### config.mk
export PLATFORM = sky130hd
export DESIGN_NAME = pim_shift_add
export DESIGN_NICKNAME = d
export VERILOG_FILES = /design/src/rtl/pim_pkg.sv /design/src/rtl/pim_shift_term.sv /design/src/rtl/pim_shift_add.sv
export SDC_FILE = /design/constraint.sdc
export NUM_CORES = 1
export LEC_CHECK = 0
export CORE_MARGIN = 5
export CORE_UTILIZATION = 49
export DETAILED_ROUTE_END_ITERATION = 6
export PLACE_DENSITY = 0.72
export SETUP_SLACK_MARGIN = 0.4
export SLEW_MARGIN = 20
export SYNTH_ARGS = -nofsm -noshare
export SYNTH_HDL_FRONTEND = slang
export SYNTH_SLANG_ARGS = --single-unit
export TNS_END_PERCENT = 20
### constraint.sdc
create_clock -name clk -period 2.75 [get_ports clk]
set_clock_uncertainty 0.05 [all_clocks]
set_input_delay 0.55 -clock clk [delete_from_list [all_inputs] [get_ports clk]]
set_output_delay 0.55 -clock clk [all_outputs]
set_load 0.01 [all_outputs]
### src/rtl/pim_pkg.sv
// Shared types and constants for the PIM crossbar post-processing blocks.
// Also used by conv_top, which relies on the default widths defined here.
package pim_pkg;

    typedef enum logic [1:0] {
        IDLE,
        ACCUM,
        DONE
    } state_t;

    localparam int ADC_P_DEF   = 8;
    localparam int IN_BITS_DEF = 4;

    // Width of a full dot-product result built from IN_BITS planes of ADC_P-bit partial sums.
    function automatic int out_width(input int adc_p, input int in_bits);
        return adc_p + in_bits;
    endfunction

endpackage

### src/rtl/pim_shift_term.sv
// Weights one ADC partial sum by its bit-plane position: psum << plane.
// When SIGNED_IN is set, the MSB plane is negated (two's-complement activations).
module pim_shift_term
    import pim_pkg::*;
#(
    parameter int ADC_P     = ADC_P_DEF,
    parameter int IN_BITS   = IN_BITS_DEF,
    parameter bit SIGNED_IN = 1'b0,
    parameter int OUT_W     = out_width(ADC_P, IN_BITS),
    parameter int IDX_W     = $clog2(IN_BITS)
) (
    input  logic [ADC_P-1:0] psum,
    input  logic [IDX_W-1:0] plane,
    output logic [OUT_W-1:0] term
);

    localparam logic [IDX_W-1:0] MSB_PLANE = IDX_W'(IN_BITS - 1);

    logic signed [OUT_W-1:0] mag;

    // The shifted magnitude is below 2^(OUT_W-1), so negation cannot overflow.
    always_comb begin
        mag = $signed({{IN_BITS{1'b0}}, psum} << plane);
        if (SIGNED_IN && (plane == MSB_PLANE)) begin
            term = -mag;
        end else begin
            term = mag;
        end
    end

endmodule

### src/rtl/pim_shift_add.sv
// Shift-and-accumulate of IN_BITS crossbar partial sums (LSB plane first) into
// one dot-product result, presented on a valid/ready output with backpressure.
module pim_shift_add
    import pim_pkg::*;
#(
    parameter int ADC_P     = ADC_P_DEF,
    parameter int IN_BITS   = IN_BITS_DEF,
    parameter bit SIGNED_IN = 1'b0,
    parameter int OUT_W     = out_width(ADC_P, IN_BITS)
) (
    input  logic             clk,
    input  logic             rst,
    input  logic             psum_valid,
    input  logic [ADC_P-1:0] psum,
    input  logic             psum_last,
    output logic             psum_ready,
    output logic             res_valid,
    output logic [OUT_W-1:0] res,
    input  logic             res_ready,
    output logic             err
);

    localparam int               IDX_W      = $clog2(IN_BITS);
    localparam logic [IDX_W-1:0] LAST_PLANE = IDX_W'(IN_BITS - 1);

    if (IN_BITS < 2) begin : g_bad_in_bits
        $error("pim_shift_add: IN_BITS must be >= 2");
    end

    state_t                  state;
    state_t                  state_nxt;
    logic [IDX_W-1:0]        cnt;
    logic signed [OUT_W-1:0] acc;
    logic signed [OUT_W-1:0] acc_sum;
    logic [OUT_W-1:0]        term;
    logic                    xfer;
    logic                    is_last;
    logic                    proto_err;

    pim_shift_term #(
        .ADC_P    (ADC_P),
        .IN_BITS  (IN_BITS),
        .SIGNED_IN(SIGNED_IN),
        .OUT_W    (OUT_W),
        .IDX_W    (IDX_W)
    ) u_term (
        .psum (psum),
        .plane(cnt),
        .term (term)
    );

    assign xfer      = psum_valid && psum_ready;
    assign is_last   = (cnt == LAST_PLANE);
    assign proto_err = xfer && (psum_last != is_last);
    // acc is cleared whenever a result completes or aborts, so plane 0 needs no special case.
    assign acc_sum   = acc + $signed(term);

    always_ff @(posedge clk or posedge rst) begin
        if (rst) begin
            state <= IDLE;
        end else begin
            state <= state_nxt;
        end
    end

    always_comb begin
        state_nxt = state;
        unique case (state)
            IDLE, ACCUM: begin
                if (xfer) begin
                    if (proto_err)    state_nxt = IDLE;
                    else if (is_last) state_nxt = DONE;
                    else              state_nxt = ACCUM;
                end
            end
            DONE: begin
                if (res_ready) begin
                    state_nxt = (xfer && !proto_err) ? ACCUM : IDLE;
                end
            end
            default: state_nxt = IDLE;
        endcase
    end

    // DONE forwards res_ready to psum_ready so plane 0 of the next result can overlap the handshake.
    always_comb begin
        psum_ready = 1'b1;
        res_valid  = 1'b0;
        if (state == DONE) begin
            psum_ready = res_ready;
            res_valid  = 1'b1;
        end
    end

    always_ff @(posedge clk or posedge rst) begin
        if (rst) begin
            cnt <= '0;
            acc <= '0;
            res <= '0;
            err <= 1'b0;
        end else begin
            err <= proto_err;
            if (xfer) begin
                if (proto_err) begin
                    acc <= '0;
                    cnt <= '0;
                end else if (is_last) begin
                    res <= acc_sum;
                    acc <= '0;
                    cnt <= '0;
                end else begin
                    acc <= acc_sum;
                    cnt <= cnt + IDX_W'(1);
                end
            end
        end
    end

endmodule

==> impl_metrics.yaml <==
power_and_ir_drop:
  irDropWorstVdd_uv: 398.6
  p_int_w: 0.001711
  switching_share_pct: 37.33
  p_comb_share_pct: 58.3
  p_seq_share_pct: 24.6
  power.switching_w: 0.001019
  p_leak_nw: 1.255
  p_per_area_nw_per_um2: 978.6
  clkPwrFrac_pct: 17.1
layout:
  fin_cells: 325
  fill_cells: 305
  layout_common_cells: "buf_4, nand2_1, dfrtp_1"
  mostFrequentLayoutCell: "buf_4"
  fin_area_um2: 2790
  final_nets: 300
  syn2layout_area_growth_pct: 39.90
  drive_gt1_share_pct: 30.18
  antenna-diode-count: 0
  ff_latch_area_um2: 728.2
  multi_input_area_um2: 1269
job:
  drv_cap: 0
placement:
  place_inst: 303
  place_ws_ps: -245.5
  port_buffers: 27
  dpl-instance-area_um2: 2481
  routabilityCongestion: 0.8592
  dpl.hpwl_um: 3625
logic_synthesis:
  synth_top_area_share_pct: 36.39
  ys_warn_count: 0
  seq_area_frac_synth_pct: 36.39
  yosysUniqueCellTypes: 52
  synth-edff-count: 0
  async_flop_share_pct: 100.0
  synthCells: 210
  synth_area_leaders: "dfrtp_1, ha_1, nand2_1"
  synth_nets: 236
  synth_top_area_cell: "dfrtp_1"
  synth_area_per_cell_um2: 9.497
  synthFlopType: "dfrtp_1"
  syn_area_um2: 1994
  ys_seq_elements: 29
floorplan:
  die_area_um2: 5446
  dieHeight_um: 73.80
  placementRows: 23
  coreArea_um2: 3971
  io_pins: 28
  die_w_um: 73.80
  start_util_pct: 50.22
sta:
  rsz0062_at_grt: "true"
  hold_viol: 0
  report.final.slew_viol_count: 0
  finalSetupViolCount: 0
  fmax_mhz: 403.3
  min_period_ps: 2479
  slew_headroom_pct: 65.41
  tightest_slew_ps: 517.0
  setup_ws_ps: 270.7
  post-route-period-util_pct: 90.15
  finalSetupTns_ps: 0
setup_path:
  endpoint: "res[9]"
  cp-start-kind: "primary input"
  path_class: "primary input to flop"
  worst-r2r-setup-slack_ps: 280
  r2r_start: "cnt[1]"
  path_max_fanout: 4
  crit_required_ps: 2870
  regToRegEndpoint: "res[9]"
  crit_start: "psum[1]"
  end_kind: "flop"
  worst_r2r_path_depth: 10
  arrival_ps: 2600
routing:
  drt-wirelength-per-cell_um: 16.13
  routed_wl_um: 5243
  vias: 1861
  drt_iter0_markers: 137
  drc: 0
  via_per_inst: 5.726
  ant_nets: 0
  drt_first_pass_iters: 5
clock_network:
  clock_sinks: 29
  ctsHoldBuffers: 0
  clockBufferDepth: 2
  numCtsBuffers: 5
  clk_latency_ps: 290
  clk_pin_slew_ps: 70
  cts_tree: "built"
  cts-root-buf: "clkbuf_8"
  cts-htree-levels: 2
grt:
  grt_pass1_wl_um: 8797
  grt_max_degree: 30
  grt_antenna_before_repair: 0
  overflow: 0
  track_usage_pct: 21.33
  grt_pass1_vias: 1842
status:
  status: "complete, no violations"
worst_hold_path:
  hold_class: "flop to flop"
-- power by group through the flow --
stage	logic (W)	registers, W	clock network (W)
global route	0.00173	0.000687	0.000493
detailed placement	0.00132	0.000680	0
global placement	0.00129	0.000680	0
finish	0.00159	0.000672	0.000467
floorplan	0.000797	0.000673	0
CTS	0.00156	0.000670	0.000470
-- cell families (layout without fill, tap and decap cells) --
kind of cell	after synthesis	after routing	share of synthesized area, %
flip-flops	29	29	36.39
multiplexers	12	12	7.465
buffers and inverters	18	83	4.579
adder cells (fa/ha/maj)	13	13	8.532
AND/OR/NAND/NOR	72	72	19.32
AO/OA/AOI/OAI	59	59	20.64
XOR/XNOR	7	7	3.074
-- area by class of cell --
| cell class | instances | share of cell area, % |
|---|---|---|
| sequential | 29 | 26.10 |
| multi-input combinational | 163 | 45.47 |
| clock buffer | 7 | 3.094 |
| inverter | 7 | 0.9417 |
| tap | 50 | 2.242 |
| timing repair buffer | 68 | 21.08 |
| clock inverter | 1 | 1.076 |
-- metrics by stage --
| step | power [W] | hold WS [ps] | util, % |
|---|---|---|---|
| floorplan | 0.001469 | 406.3 | - |
| global placement | 0.001974 | 413.3 | 62.48 |
| detailed placement | 0.002000 | 416.6 | 62.48 |
| CTS | 0.002703 | 436.2 | 70.26 |
| global route | 0.002909 | 465.4 | 70.26 |
| finish | 0.002731 | 433.5 | 70.26 |
-- timing repair --
action                     CTS  global route
setup endpoints to repair   17            16
pin swaps                   19             1
setup buffers               14             0
gates resized for setup     33             0
-- how the worst min path moves through the flow --
stage	to	start	slack, ps	cells past startpoint
2_1_floorplan	acc[2]	acc[2]	410	2
3_3_place_gp	res[3]	res[3]	410	2
3_5_place_dp	res[0]	res[0]	420	2
4_1_cts	res[0]	res[0]	440	2
5_1_grt	res[5]	res[5]	470	2
6_report	res[3]	res[3]	430	2
-- state kept, by name (all words and copies together), names as in the netlist --
name and flops:
state 2, res 12, acc 12, cnt 2
err 1
-- layer usage --
metal	global-route usage, %	up-vias	part of all wire (%)
li1	-	896	-
met1	29.17	892	46
met2	32.38	61	46
met3	4.788	12	6.2
met4	8.853	0	2.4
met5	0	-	0
-- Yosys cell counts (4+ instances only) --
cell type  instances
o21ai_0           16
a21oi_1           13
nand2_1           31
clkbuf_1           4
nor2_1             7
dfrtp_1           29
buf_2              4
and3_1             4
ha_1              12
inv_1              6
nand3_1            5
nor2b_1            4
mux2i_1            7
nand4_1            4
o211ai_1           4
a22o_1             6
xnor2_1            4
-- critical path, cell delays in order --
cell	delay (ps)
clkdlybuf4s15_1	220
mux4_2	530
ha_4	310
o211ai_1	120
o211ai_1	310
a21boi_1	150
xnor2_1	160
mux2_2	270
Note: power is estimated with default switching activity, not from simulation.
